<file path="src/rtl/fp_align_pkg.sv">
// Shared definitions for the FP adder operand-ordering stage.
// Holds the default operand geometry, the packed operand layout
// {sign, exp, mant} and the helper that sizes the alignment-shift field.
package fp_align_pkg;

  localparam int EXP_W_DEF     = 8;
  localparam int MAN_W_DEF     = 23;
  localparam int SHIFT_MAX_DEF = MAN_W_DEF + 3;

  typedef struct packed {
    logic                 sign;
    logic [EXP_W_DEF-1:0] exp;
    logic [MAN_W_DEF-1:0] mant;
  } fp_op_t;

  // Bits needed to hold any shift value 0..smax.
  function automatic int shift_w(input int smax);
    return $clog2(smax + 1);
  endfunction

endpackage

</file>
<file path="src/rtl/fp_exp_align_pipe_mag_comp.sv">
// mag_comp: unsigned less-than comparator of parametrised width.
// Ports:
//   a, b : W-bit unsigned operands
//   lt   : 1 when a < b
module mag_comp #(
  parameter int W = 8
) (
  input  logic [W-1:0] a,
  input  logic [W-1:0] b,
  output logic         lt
);

  assign lt = (a < b);

endmodule

</file>
<file path="src/rtl/fp_exp_align_pipe.sv">
// fp_exp_align_pipe: two-stage elastic pipeline that orders an operand pair
// by magnitude and produces the saturated exponent-alignment shift.
// Ports:
//   i_clk, i_rst                  clock, synchronous active-high reset
//   i_valid / o_ready             input pair handshake
//   i_data_a / i_data_b           operands {sign, exp, mant}
//   o_valid / i_ready             output handshake
//   o_swap                        a was smaller than b, operands exchanged
//   o_greater_data / o_less_data  ordered operands (signs untouched)
//   o_shift / o_shift_sat         exponent difference capped at SHIFT_MAX,
//                                 and flag for the cap being exceeded
module fp_exp_align_pipe
  import fp_align_pkg::*;
#(
  parameter int EXP_W      = EXP_W_DEF,
  parameter int MAN_W      = MAN_W_DEF,
  parameter int CMP_MANT   = 1,
  parameter int DENORM_ADJ = 1,
  parameter int SHIFT_MAX  = MAN_W + 3,
  parameter int SW         = shift_w(SHIFT_MAX)
) (
  input  logic                   i_clk,
  input  logic                   i_rst,
  input  logic                   i_valid,
  output logic                   o_ready,
  input  logic [EXP_W+MAN_W:0]   i_data_a,
  input  logic [EXP_W+MAN_W:0]   i_data_b,
  output logic                   o_valid,
  input  logic                   i_ready,
  output logic                   o_swap,
  output logic [EXP_W+MAN_W:0]   o_greater_data,
  output logic [EXP_W+MAN_W:0]   o_less_data,
  output logic [SW-1:0]          o_shift,
  output logic                   o_shift_sat
);

  localparam int DW = 1 + EXP_W + MAN_W;
  // Compare key: {exp, mant} for full magnitude, or just exp.
  localparam int CW = (CMP_MANT != 0) ? EXP_W + MAN_W : EXP_W;

  logic             accept, s2_load, s1_move, swap_in;
  logic [CW-1:0]    key_a, key_b;
  logic [EXP_W-1:0] exp_a, exp_b, eff_a, eff_b;

  logic             s1_valid, s1_swap;
  logic [DW-1:0]    s1_g, s1_l;
  logic [EXP_W-1:0] s1_eg, s1_el;

  logic [EXP_W-1:0] diff;
  logic [31:0]      diff_w;
  logic             sat;

  // Sign bit sits above the key, so the key is the top CW bits below it.
  assign key_a = i_data_a[EXP_W+MAN_W-1 -: CW];
  assign key_b = i_data_b[EXP_W+MAN_W-1 -: CW];

  mag_comp #(.W(CW)) u_cmp (
    .a  (key_a),
    .b  (key_b),
    .lt (swap_in)
  );

  // Denormals behave as exponent 1 for alignment purposes.
  assign exp_a = i_data_a[MAN_W +: EXP_W];
  assign exp_b = i_data_b[MAN_W +: EXP_W];
  assign eff_a = (DENORM_ADJ != 0 && exp_a == '0) ? EXP_W'(1) : exp_a;
  assign eff_b = (DENORM_ADJ != 0 && exp_b == '0) ? EXP_W'(1) : exp_b;

  // Elastic control: o_ready depends combinationally on i_ready.
  assign s2_load = !o_valid || i_ready;
  assign s1_move = s1_valid && s2_load;
  assign o_ready = i_rst || !s1_valid || s1_move;
  assign accept  = i_valid && o_ready;

  // Ordering guarantees eff_greater >= eff_less, so no borrow is possible.
  assign diff   = s1_eg - s1_el;
  assign diff_w = 32'(diff);
  assign sat    = (diff_w > 32'(SHIFT_MAX));

  always_ff @(posedge i_clk) begin
    if (i_rst) begin
      s1_valid       <= 1'b0;
      s1_swap        <= 1'b0;
      s1_g           <= '0;
      s1_l           <= '0;
      s1_eg          <= '0;
      s1_el          <= '0;
      o_valid        <= 1'b0;
      o_swap         <= 1'b0;
      o_greater_data <= '0;
      o_less_data    <= '0;
      o_shift        <= '0;
      o_shift_sat    <= 1'b0;
    end else begin
      if (accept)       s1_valid <= 1'b1;
      else if (s1_move) s1_valid <= 1'b0;

      if (accept) begin
        s1_swap <= swap_in;
        s1_g    <= swap_in ? i_data_b : i_data_a;
        s1_l    <= swap_in ? i_data_a : i_data_b;
        s1_eg   <= swap_in ? eff_b : eff_a;
        s1_el   <= swap_in ? eff_a : eff_b;
      end

      if (s2_load) o_valid <= s1_valid;

      if (s1_move) begin
        o_swap         <= s1_swap;
        o_greater_data <= s1_g;
        o_less_data    <= s1_l;
        o_shift        <= sat ? SW'(SHIFT_MAX) : SW'(diff);
        o_shift_sat    <= sat;
      end
    end
  end

endmodule

</file>
<file path="config.mk">
export PLATFORM = sky130hd
export DESIGN_NAME = fp_exp_align_pipe
export DESIGN_NICKNAME = d
export VERILOG_FILES = /design/src/rtl/fp_align_pkg.sv /design/src/rtl/fp_exp_align_pipe_mag_comp.sv /design/src/rtl/fp_exp_align_pipe.sv
export SDC_FILE = /design/constraint.sdc
export NUM_CORES = 1
export LEC_CHECK = 0
export ABC_AREA = 1
export CORE_UTILIZATION = 55
export CTS_CLUSTER_SIZE = 20
export DETAILED_ROUTE_END_ITERATION = 16
export GPL_ROUTABILITY_DRIVEN = 0
export GPL_TIMING_DRIVEN = 1
export PLACE_DENSITY = 0.88
export SKIP_LAST_GASP = 1
export SLEW_MARGIN = 40
export SYNTH_ARGS = -nofsm -noshare
export SYNTH_HDL_FRONTEND = slang
export SYNTH_SLANG_ARGS = --single-unit
</file>
<file path="constraint.sdc">
create_clock -name i_clk -period 4 [get_ports i_clk]
set_input_delay 1.2 -clock i_clk [delete_from_list [all_inputs] [get_ports i_clk]]
set_output_delay 1.2 -clock i_clk [all_outputs]
set_load 0.02 [all_outputs]
</file>
### Word-level counts from Yosys, hierarchy flattened

Cells that the tools add are included.

| cells by class | value |
|---|---|
| add/sub/neg operators | 1 |
| order comparisons | 2 |
| multiplexer cells | 9 |
| reduce and logical (&&, ||, !) cells | 10 |

Operators with widths:

| operator | count |
|---|---|
| 32-bit 2-to-1 mux | 2 |
| 8-bit 2-to-1 mux | 4 |
| 31-bit less-than comparator | 1 |
| 8-bit zero test | 2 |
| 8-bit by 5-bit greater-than comparator with 1-bit output, second input constant | 1 |
| 8-bit subtractor | 1 |
| 5-bit 2-to-1 mux | 1 |
| 1-bit logical OR | 3 |
| 1-bit logical AND | 2 |
| 1-bit zero test | 2 |
| 1-bit 2-to-1 mux | 2 |
| 2-bit nonzero test | 1 |

| word-level totals | value |
|---|---|
| bits in registers | 154 |
| output and inout port bits | 73 |

### Logic depth before layout (Yosys ltp)

Gate-level depths: netlist of run 1.

| depth | value |
|---|---|
| depth after elaboration | 6 |
| gate-level depth with buffers | 17 |

### Cells and area by module

Synthesis of run 1 repeated with hierarchy kept, for this count alone.

| unflattened totals | value |
|---|---|
| cells, all modules | 969 |
| area total of the unflattened synthesis | 7060.5 sq um |

By module, submodules not included:

| module | instances | cells each | area an instance (sq um) | seq. area each (sq um) |
|---|---|---|---|---|
| fp_exp_align_pipe | 1 | 824 | 6203.4 | 3083.0 |
| mag_comp | 1 | 145 | 857.1 | 0.0 |

### Worst setup path after synthesis of run 1

Ideal clock, no wire load.

| timing path | value |
|---|---|
| path type | input to output |
| from | in i_rst |
| to | out o_ready |
| arrival time | 1672 ps |
| required time | 2800 ps |
| slack | 1128 ps |
| cell stages on the path | 3 |
| buffers on the path | 1 |
| cell sequence | buf_2 inv_1 nand3_1 |

| between the ends | value |
|---|---|
| longest elaborated chain between the ends | 2 |

Ends and longest elaborated chain:

| item | line | source |
|---|---|---|
| from (decl) | fp_exp_align_pipe.sv:23 | `input logic i_rst,` |
| 1-bit logical OR (2 in a row) | fp_exp_align_pipe.sv:72 | `assign o_ready = i_rst \|\| !s1_valid \|\| s1_move;` |
| to (decl) | fp_exp_align_pipe.sv:25 | `output logic o_ready,` |

Every way passes these cells.

### Final worst setup path of run 1

| timing path | value |
|---|---|
| from | in i_ready |
| to | out o_ready |

| between the ends | value |
|---|---|
| longest elaborated chain between the ends | 3 |

Ends and longest elaborated chain:

| item | line | source |
|---|---|---|
| from (decl) | fp_exp_align_pipe.sv:29 | `input logic i_ready,` |
| 1-bit logical OR | fp_exp_align_pipe.sv:70 | `assign s2_load = !o_valid \|\| i_ready;` |
| 1-bit logical AND | fp_exp_align_pipe.sv:71 | `assign s1_move = s1_valid && s2_load;` |
| 1-bit logical OR | fp_exp_align_pipe.sv:72 |  |

Every way passes these cells.

==> results of run 1 <==
-- layer usage --
| metal | track usage [%] | routed length (um) | up-vias |
|---|---|---|---|
| met4 | 11.1 | 466 | 0 |
| li1 | - | - | 3657 |
| met5 | 0 | 0 | - |
| met1 | 37.0 | 8480 | 3391 |
| met3 | 6.78 | 1410 | 36 |
| met2 | 45.7 | 9150 | 324 |
-- sequential cells by signal, summed over array words and instances, names as in the netlist --
name,count
o_shift,5
s1_g,32
s1_swap,1
o_swap,1
o_valid,1
s1_el,8
s1_valid,1
o_shift_sat,1
s1_eg,8
o_greater_data,32
s1_l,32
o_less_data,32
-- per-stage QoR --
stage | area, sq um | cells | utilization (%) | hold slack [ns] | worst slack, ns
finish | 9450 | 1360 | 71.6 | 0.467 | 0.342
global placement | 8850 | 1328 | 67.1 | 0.454 | 0.353
CTS | 9440 | 1360 | 71.6 | 0.466 | 0.340
detailed placement | 8850 | 1328 | 67.1 | 0.457 | 0.257
floorplan | 7400 | 1065 | - | 0.445 | 1.13
global route | 9450 | 1360 | 71.6 | 0.483 | 0.284
-- area by class of cell --
class	count	area (sq um)	share of cell area (%)
clock buffer	21	470	4.98
timing repair buffer	155	1550	16.4
inverter	102	383	4.05
tap	176	220	2.33
sequential	154	3080	32.6
clock inverter	11	120	1.27
multi-input combinational	741	3620	38.3
-- power groups by stage --
stage / Clock [mW] / Combinational (mW) / Sequential, mW
floorplan: 0 / 0.473 / 1.80
global placement: 0 / 0.814 / 1.75
detailed placement: 0 / 0.832 / 1.76
CTS: 1.61 / 0.840 / 1.72
global route: 1.68 / 0.938 / 1.74
finish: 1.60 / 0.845 / 1.73
-- final timing paths --
| path | end | slack [ns] | cells past startpoint |
|---|---|---|---|
| worst max-delay path | o_ready | 0.34 | 4 |
| worst min-delay path | s1_l[5] | 0.47 | 2 |
| worst max register to register | o_shift[1] | 1.88 | 12 |
| worst min register to register | s1_l[5] | 0.47 | 2 |
-- logic make-up (layout without fill, tap and decap cells) --
family | Yosys count | after routing
simple gates | 522 | 522
compound gates | 177 | 177
buf+inv | 170 | 289
flops | 154 | 154
fa+ha+maj | 39 | 39
xor+xnor | 3 | 3
-- cell usage after synthesis, drive strengths merged, types with 2 or more instances --
cell type | number | area [sq um]
nand2 | 219 | 827
dfxtp | 154 | 3080
nor2 | 148 | 556
nand3 | 141 | 706
a21oi | 102 | 514
inv | 102 | 383
o21ai | 71 | 355
ha | 38 | 475
clkbuf | 37 | 139
buf | 31 | 193
nand4 | 6 | 37.5
a21o | 2 | 15.0
nor3 | 2 | 10.0
nor4 | 2 | 12.5
xnor2 | 2 | 17.5
-- critical path: stages --
cell             delay [ns]
clkdlybuf4s50_1        0.46
nor2_1                 0.05
nand3_1                0.12
clkdlybuf4s50_1        0.62
==> flow_metrics.py, run 1 <==
metrics = {
    "floorplan": {
        "fp.coreArea_sq_um": 13200,
        "rows": 42,
        "io_pins": 141,
        "initial_utilization_pct": 56.1,
        "die_h_um": 118,
        "die_area_sq_um": 13900,
        "die_x_um": 118,
    },
    "synthesis": {
        "synth_cell_type_count": 29,
        "syn_area_sq_um": 7400,
        "synthAdderAreaFrac_pct": 6.69,
        "synthMuxAreaShare_pct": 0,
        "syn_inst": 1065,
        "synth_top_family_by_area": "simple AND/OR/NAND/NOR gates",
        "ys.flop_type": "dfxtp_1",
        "ys_warn_count": 0,
        "synth_edf_count": 0,
        "synth-xor-area-share_pct": 0.355,
        "avgSynthCellArea_sq_um": 6.95,
        "yosys.area_share.simple_pct": 29.5,
        "synth_compound_area_share_pct": 12.2,
        "ys_seq_area_share_pct": 41.7,
        "async_flop_share_pct": 0,
        "synth_nets": 1172,
        "synth_seq_cells": 154,
    },
    "global_route": {
        "grt_pass1_vias": 6609,
        "grt_first_pass_wirelength_um": 31700,
        "grt_start_max_net_pins": 87,
        "grt_overflow": 0,
        "grt_usage_pct": 28.5,
        "antenna_found_initial": 0,
    },
    "sta": {
        "hold_viol": 0,
        "skew_ns": 0.00652,
        "relSlewSlack_pct": 44.3,
        "rsz0062_at_grt": "false",
        "fmax_mhz": 273,
        "drv_slew": 0,
        "post-route-period-util_pct": 91.5,
        "final.setup.tns_ns": 0,
        "fin_crit_ns": 3.66,
        "worstMarginPinSlew_ns": 0.835,
        "finalSetupViolations": 0,
    },
    "pwr": {
        "p_leak_nw": 4.33,
        "swShare_pct": 28.7,
        "p_clk_share_pct": 38.4,
        "power_frac_comb_pct": 20.2,
        "power_density_nw_per_um2": 442,
        "power_frac_seq_pct": 41.4,
        "ir_drop_uv": 297,
        "switchingPower_mw": 1.20,
        "p_int_mw": 2.97,
        "fin_total_pwr_mw": 4.17,
    },
    "setup_path": {
        "path_class": "input port to output port",
        "crit_required_ns": 2.80,
        "start_kind": "input port",
        "critPathMaxFanout": 3,
        "reg2reg_from": "s1_eg[0]",
        "end_kind": "output port",
        "worst_ep_arrival_time_ns": 2.46,
        "startpoint": "i_ready",
    },
    "drt": {
        "first_pass_iters": 5,
        "wl_per_cell_um": 14.3,
        "drt-total-wl_um": 19500,
        "drt_iter0_drc": 632,
        "via_per_inst": 5.45,
        "antenna_left": 0,
        "drc": 0,
        "vias": 7408,
    },
    "outcome": {
        "outcome": "complete, no violations",
    },
    "clocking": {
        "clkLatencyLatePin_ns": 0.43,
        "cts_resized": 0,
        "hold_buffers": 0,
        "cts-root-buf": "clkbuf_16",
        "cts_tree": "built",
        "clockBufferDepth": 2,
        "cts_num_sinks": 154,
        "htreeDepth": 4,
        "cts_buffers": 17,
        "clk_pin_slew_ns": 0.06,
        "cts_setup_buffers": 0,
    },
    "worst_hold_path": {
        "min_path_type": "flop to flop",
        "worstHoldStart": "s1_l[5]",
    },
    "cells_and_area": {
        "diodes": 0,
        "area_growth_pct": 27.7,
        "nets": 1278,
        "drive_gt1_share_pct": 4.81,
        "layout_commonest_cell": "nand2_1",
        "layout_common_cells": "216 x nand2_1, 154 x dfxtp_1, 147 x nor2_1",
        "fillers": 1053,
    },
    "run": {
        "max-cap-violations": 0,
    },
    "place": {
        "portBuffers": 140,
        "dpl.hpwl_um": 13000,
    },
}
No activity file was read; power rests on OpenSTA's default activity.
==> inputs of run 2 (changes only) <==
--- a/config.mk
+++ b/config.mk
@@ -16,4 +16,5 @@
 export SLEW_MARGIN = 40
 export SYNTH_ARGS = -nofsm -noshare
 export SYNTH_HDL_FRONTEND = slang
+export SYNTH_HIERARCHICAL = 1
 export SYNTH_SLANG_ARGS = --single-unit
==> run 2 against run 1 <==
Area after synthesis fell by 4.6%. Critical path depth rose by 2. Design area fell by 4.0%. Sequential cell count did not move. Wire length fell by 9.6%. Global-route usage fell by 1.0 points. Clock skew barely moved. Utilization rose by 0.56 points.
==> flow_metrics.py, run 2 <==
metrics = {
    "outcome": {
        "outcome": "complete, no violations",
    },
    "global_route": {
        "grtUsageMet1_pct": 34.7,
        "grt_start_max_net_pins": 118,
        "grt_overflow": 0,
        "grt_first_pass_wirelength_um": 28600,
        "grt_use_met3_pct": 5.85,
        "gr-usage-met2_pct": 45.2,
        "grt_pass1_vias": 6090,
        "top_usage_layer": "met2",
        "grt_usage_pct": 27.5,
        "antenna_found_initial": 0,
    },
    "setup_path": {
        "critPathMaxFanout": 3,
        "worst_ep_arrival_time_ns": 2.57,
        "start_kind": "input port",
        "reg2reg_slack_ns": 1.99,
        "cpMostUsedCell": "clkdlybuf4s50_1",
        "worst-path-buf-inv": 3,
        "cp_top_family": "buffers and inverters",
        "end_kind": "output port",
        "path_cells": "clkdlybuf4s50_1 > inv_1 > nand2_1 > nand2_2 > nand3_2 > clkdlybuf4s50_1",
        "path_depth": 6,
        "crit_required_ns": 2.80,
        "rr_worst_depth": 14,
        "slowest_stage": "clkdlybuf4s50_1",
        "path_class": "input port to output port",
        "cpPeakStageDelay_ns": 0.62,
    },
    "sta": {
        "fmax_mhz": 265,
        "relSlewSlack_pct": 48.9,
        "finalSetupViolations": 0,
        "fin_crit_ns": 3.77,
        "worstMarginPinSlew_ns": 0.767,
        "whs_ns": 0.462,
        "skew_ns": 0.00660,
        "drv_slew": 0,
        "post-route-period-util_pct": 94.3,
        "final.setup.tns_ns": 0,
        "rsz0062_at_grt": "false",
        "worst_slack_ns": 0.228,
        "hold_viol": 0,
    },
    "synthesis": {
        "async_flop_share_pct": 0,
        "syn_inst": 969,
        "synth_most_common_cell": "nand2_1",
        "synth_area_leaders": "dfxtp_1 44%, nand2_1 11%, o21ai_0 8.5%",
        "syn_area_sq_um": 7060,
        "avgSynthCellArea_sq_um": 7.29,
        "synth_top_area_share_pct": 43.7,
        "ys_seq_area_share_pct": 43.7,
        "synth_nets": 1076,
        "ys.flop_type": "dfxtp_1",
        "synth_seq_cells": 154,
        "yosysTopAreaCell": "dfxtp_1",
        "ys_warn_count": 6,
        "synth_edf_count": 0,
        "synth_commonest_cells": "215 x nand2_1, 155 x nor2_1, 154 x dfxtp_1, 120 x o21ai_0, 77 x inv_1",
        "synth_cell_type_count": 33,
    },
    "cells_and_area": {
        "fillers": 968,
        "layout_commonest_cell": "nand2_1",
        "finalNonFillerCells": 1264,
        "diodes": 0,
        "final_area_sq_um": 9070,
        "drive_gt1_share_pct": 5.22,
        "area_growth_pct": 28.5,
        "layout_common_cells": "214 x nand2_1, 155 x nor2_1, 154 x dfxtp_1",
        "nets": 1187,
    },
    "floorplan": {
        "die_x_um": 115,
        "die_h_um": 115,
        "fp.coreArea_sq_um": 12600,
        "die_area_sq_um": 13300,
        "io_pins": 141,
        "initial_utilization_pct": 56.2,
        "rows": 41,
    },
    "drt": {
        "drc": 0,
        "drt_iter0_drc": 595,
        "wl_per_cell_um": 13.9,
        "first_pass_iters": 5,
        "via_per_inst": 5.36,
        "antenna_left": 0,
        "vias": 6780,
        "drt-total-wl_um": 17600,
    },
    "clocking": {
        "cts_buffers": 17,
        "clkLatencyLatePin_ns": 0.42,
        "htreeDepth": 4,
        "cts-root-buf": "clkbuf_16",
        "hold_buffers": 0,
        "clockBufferDepth": 2,
        "cts_tree": "built",
        "cts_setup_buffers": 0,
        "cts_resized": 0,
        "clk_pin_slew_ns": 0.06,
        "cts_num_sinks": 154,
    },
    "place": {
        "placed_cell_area_sq_um": 8480,
        "dp_cells": 1233,
        "pre_cts_slack_ns": 0.241,
        "portBuffers": 140,
        "dpl.hpwl_um": 11700,
    },
    "pwr": {
        "power_density_nw_per_um2": 473,
        "ir_drop_uv": 298,
        "p_leak_nw": 3.94,
    },
    "worst_hold_path": {
        "holdPathStages": 2,
        "min_path_type": "flop to flop",
    },
    "run": {
        "max-cap-violations": 0,
    },
}
[run 2: changes by cell type after synthesis, moves of 7 or more]
| cell | change |
|---|---|
| buf_2 | +7 |
| nand3_1 | -125 |
| o21ai_0 | +49 |
| buf_1 | -7 |
| a21oi_1 | -59 |
| inv_1 | -24 |
| a22oi_1 | +12 |
| a31oi_1 | +48 |
| clkbuf_1 | -8 |
| nor2_1 | +7 |
[run 2: cell type report]
type | count | area, sq um | area share [%]
multi-input combinational | 676 | 3400 | 37.5
sequential | 154 | 3080 | 34.0
clock inverter | 11 | 148 | 1.63
tap | 172 | 215 | 2.37
inverter | 81 | 307 | 3.38
timing repair buffer | 150 | 1480 | 16.3
clock buffer | 20 | 437 | 4.81
[run 2: per-layer routing]
layer / up-vias / wire length, um
met5: - / 0
met3: 43 / 1020
met4: 0 / 497
met1: 3089 / 7740
li1: 3394 / -
met2: 254 / 8370
[run 2: path summary, 6_finish.rpt]
check | from | to
worst min-delay path | s1_l[25] | s1_l[25]
worst max register to register | s1_eg[0] | o_shift_sat
worst min register to register | s1_l[25] | s1_l[25]
worst max-delay path | i_ready | o_ready
[run 2: stage by stage]
| step | util, % | total power [mW] |
|---|---|---|
| 6_report | 72.2 | 4.29 |
| 3_3_place_gp | 67.5 | 2.68 |
| 5_1_grt | 72.2 | 4.50 |
| 3_5_place_dp | 67.5 | 2.71 |
| 4_1_cts | 72.2 | 4.30 |
| 2_1_floorplan | - | 2.36 |
[run 2: cells by family (layout without fill, tap and decap cells)]
family                     Yosys count  after routing  synth area share, %
and+or+nand+nor                    406            406                 22.9
buffers and inverters              139            262                 8.28
AOI/OAI and AO/OA                  230            230                 18.1
adders and majority gates           39             39                 7.02
DFF                                154            154                 43.7
xor gates and xnor gates             1              1                0.124
[run 2: worst min-delay path, delay by kind of cell, from the launching register on]
family	cells	cell delay (ns)
AND/OR/NAND/NOR	1	0.06
flip-flops	1	0.30
AO/OA/AOI/OAI	1	0.05
[run 2: where the power goes]
part / total [mW] / switching [mW] / internal [mW]
clock: 1.60 / 0.620 / 0.977
sequential: 1.76 / 0.0756 / 1.68
combinational: 0.937 / 0.555 / 0.382
total: 4.29 / 1.25 / 3.04
==> inputs of run 3 (changes only) <==
--- a/config.mk
+++ b/config.mk
@@ -9,7 +9,6 @@
 export CORE_UTILIZATION = 55
 export CTS_CLUSTER_SIZE = 20
 export DETAILED_ROUTE_END_ITERATION = 16
-export GPL_ROUTABILITY_DRIVEN = 0
 export GPL_TIMING_DRIVEN = 1
 export PLACE_DENSITY = 0.88
 export SKIP_LAST_GASP = 1
==> run 3 against run 2 <==
Sequential power is essentially flat. Global-route usage grew 0.55 points. Via count grew 0.31%. Design area grew 0.36%. Hold slack gained 0.0034 ns. Critical path type unchanged.
==> flow_metrics.py, run 3 (synthesized netlist as in run 2, its figures left out) <==
metrics = {
    "sta": {
        "relSlewSlack_pct": 47.3,
        "fmax_mhz": 266,
        "worstMarginPinSlew_ns": 0.791,
        "fin_crit_ns": 3.77,
        "finalSetupViolations": 0,
        "post-route-period-util_pct": 94.1,
        "drv_slew": 0,
        "final.setup.tns_ns": 0,
        "worst_slack_ns": 0.235,
        "hold_viol": 0,
        "rsz0062_at_grt": "false",
        "skew_ns": 0.00808,
    },
    "clocking": {
        "cts_num_sinks": 154,
        "clockBufferDepth": 2,
        "cts-root-buf": "clkbuf_16",
        "cts_resized": 0,
        "clkLatencyLatePin_ns": 0.43,
        "cts_tree": "built",
        "htreeDepth": 4,
        "cts_buffers": 17,
        "clk_pin_slew_ns": 0.05,
        "hold_buffers": 0,
        "cts_setup_buffers": 0,
    },
    "pwr": {
        "p_leak_nw": 3.97,
        "power_density_nw_per_um2": 482,
        "power_frac_seq_pct": 40.1,
        "ir_drop_uv": 251,
        "switchingPower_mw": 1.24,
        "p_int_mw": 3.15,
        "power_frac_comb_pct": 21.4,
        "swShare_pct": 28.2,
        "p_clk_share_pct": 38.5,
    },
    "run": {
        "max-cap-violations": 0,
    },
    "drt": {
        "wl_per_cell_um": 14.3,
        "drt-total-wl_um": 18000,
        "vias": 6801,
        "via_per_inst": 5.38,
        "drt_iter0_drc": 619,
        "drc": 0,
        "antenna_left": 0,
        "first_pass_iters": 6,
    },
    "global_route": {
        "antenna_found_initial": 0,
        "grt_first_pass_wirelength_um": 28800,
        "grt_overflow": 0,
        "grt_pass1_vias": 6097,
        "grt_usage_pct": 28.1,
        "grt_start_max_net_pins": 118,
    },
    "floorplan": {
        "rows": 41,
        "initial_utilization_pct": 56.2,
        "die_h_um": 115,
        "io_pins": 141,
        "fp.coreArea_sq_um": 12600,
        "die_area_sq_um": 13300,
        "die_x_um": 115,
    },
    "place": {
        "portBuffers": 140,
        "dpl.hpwl_um": 11700,
        "gp_congestion": 0.865,
        "pre_cts_slack_ns": 0.237,
    },
    "worst_hold_path": {
        "holdPathStages": 2,
        "min_path_type": "flop to flop",
    },
    "setup_path": {
        "reg2reg_from": "s1_eg[0]",
        "rr_worst_depth": 14,
        "r2r_end": "o_shift[1]",
        "crit_end": "o_ready",
        "critPathMaxFanout": 3,
        "end_kind": "output port",
        "start_kind": "input port",
        "crit_required_ns": 2.80,
        "startpoint": "i_ready",
        "reg2reg_slack_ns": 1.93,
        "worst_ep_arrival_time_ns": 2.57,
        "path_class": "input port to output port",
    },
    "cells_and_area": {
        "area_growth_pct": 29.0,
        "nets": 1187,
        "drive_gt1_share_pct": 5.13,
        "layout_commonest_cell": "nand2_1",
        "layout_common_cells": "214 x nand2_1, 155 x nor2_1, 154 x dfxtp_1",
        "final_util_pct": 72.4,
        "diodes": 0,
    },
    "outcome": {
        "outcome": "complete, no violations",
    },
}
==> run 3: cell count changes in the layout (fill, tap and decap cells not counted), sizes merged <==
cell	delta
clkbuf	+3
bufinv	+1
clkinv	-1
clkinvlp	-4
==> run 3: cell type report <==
| cell class | count | area [sq um] |
|---|---|---|
| well taps | 172 | 215 |
| clock buffers | 23 | 478 |
| multi-input cells | 676 | 3400 |
| inverters | 81 | 307 |
| repair buffers | 150 | 1480 |
| fillers | 952 | 3460 |
| flip-flops and latches | 154 | 3080 |
| clock inverters | 7 | 139 |
==> run 3: power by group through the flow <==
stage	clock, mW	combinational [mW]	sequential [mW]
6_report	1.69	0.939	1.76
5_1_grt	1.77	1.05	1.77
4_1_cts	1.71	0.937	1.76
3_5_place_dp	0	0.922	1.79
3_3_place_gp	0	0.895	1.78
2_1_floorplan	0	0.504	1.86
==> run 3: critical path: stages <==
cell and delay, ns:
clkdlybuf4s50_1 0.46, inv_1 0.04, nand2_1 0.09, nand2_2 0.07
nand3_2 0.10, clkdlybuf4s50_1 0.61
==> run 3: layer usage <==
layer | part of all wire, % | up-vias | track usage (%)
met5 | 0 | - | 0
met4 | 2.7 | 0 | 13.1
met3 | 6.2 | 45 | 7.01
met2 | 48 | 261 | 46.4
met1 | 43 | 3103 | 34.3
li1 | - | 3392 | -
==> run 3: worst min path at each step <==
stage / startpoint / endpoint / slack [ns]
global route: s1_g[29] / s1_g[29] / 0.48
CTS: s1_l[29] / s1_l[29] / 0.46
detailed placement: s1_l[25] / s1_l[25] / 0.45
floorplan: s1_g[24] / s1_g[24] / 0.44
finish: s1_l[30] / s1_l[30] / 0.47
global placement: s1_g[29] / s1_g[29] / 0.45
==> run 3: through the flow <==
stage | cells | hold slack, ns | power, mW | cell area [sq um]
floorplan | 969 | 0.441 | 2.36 | 7060
global placement | 1233 | 0.451 | 2.68 | 8480
detailed placement | 1233 | 0.454 | 2.71 | 8480
CTS | 1263 | 0.465 | 4.40 | 9100
global route | 1263 | 0.478 | 4.59 | 9100
finish | 1263 | 0.465 | 4.39 | 9100
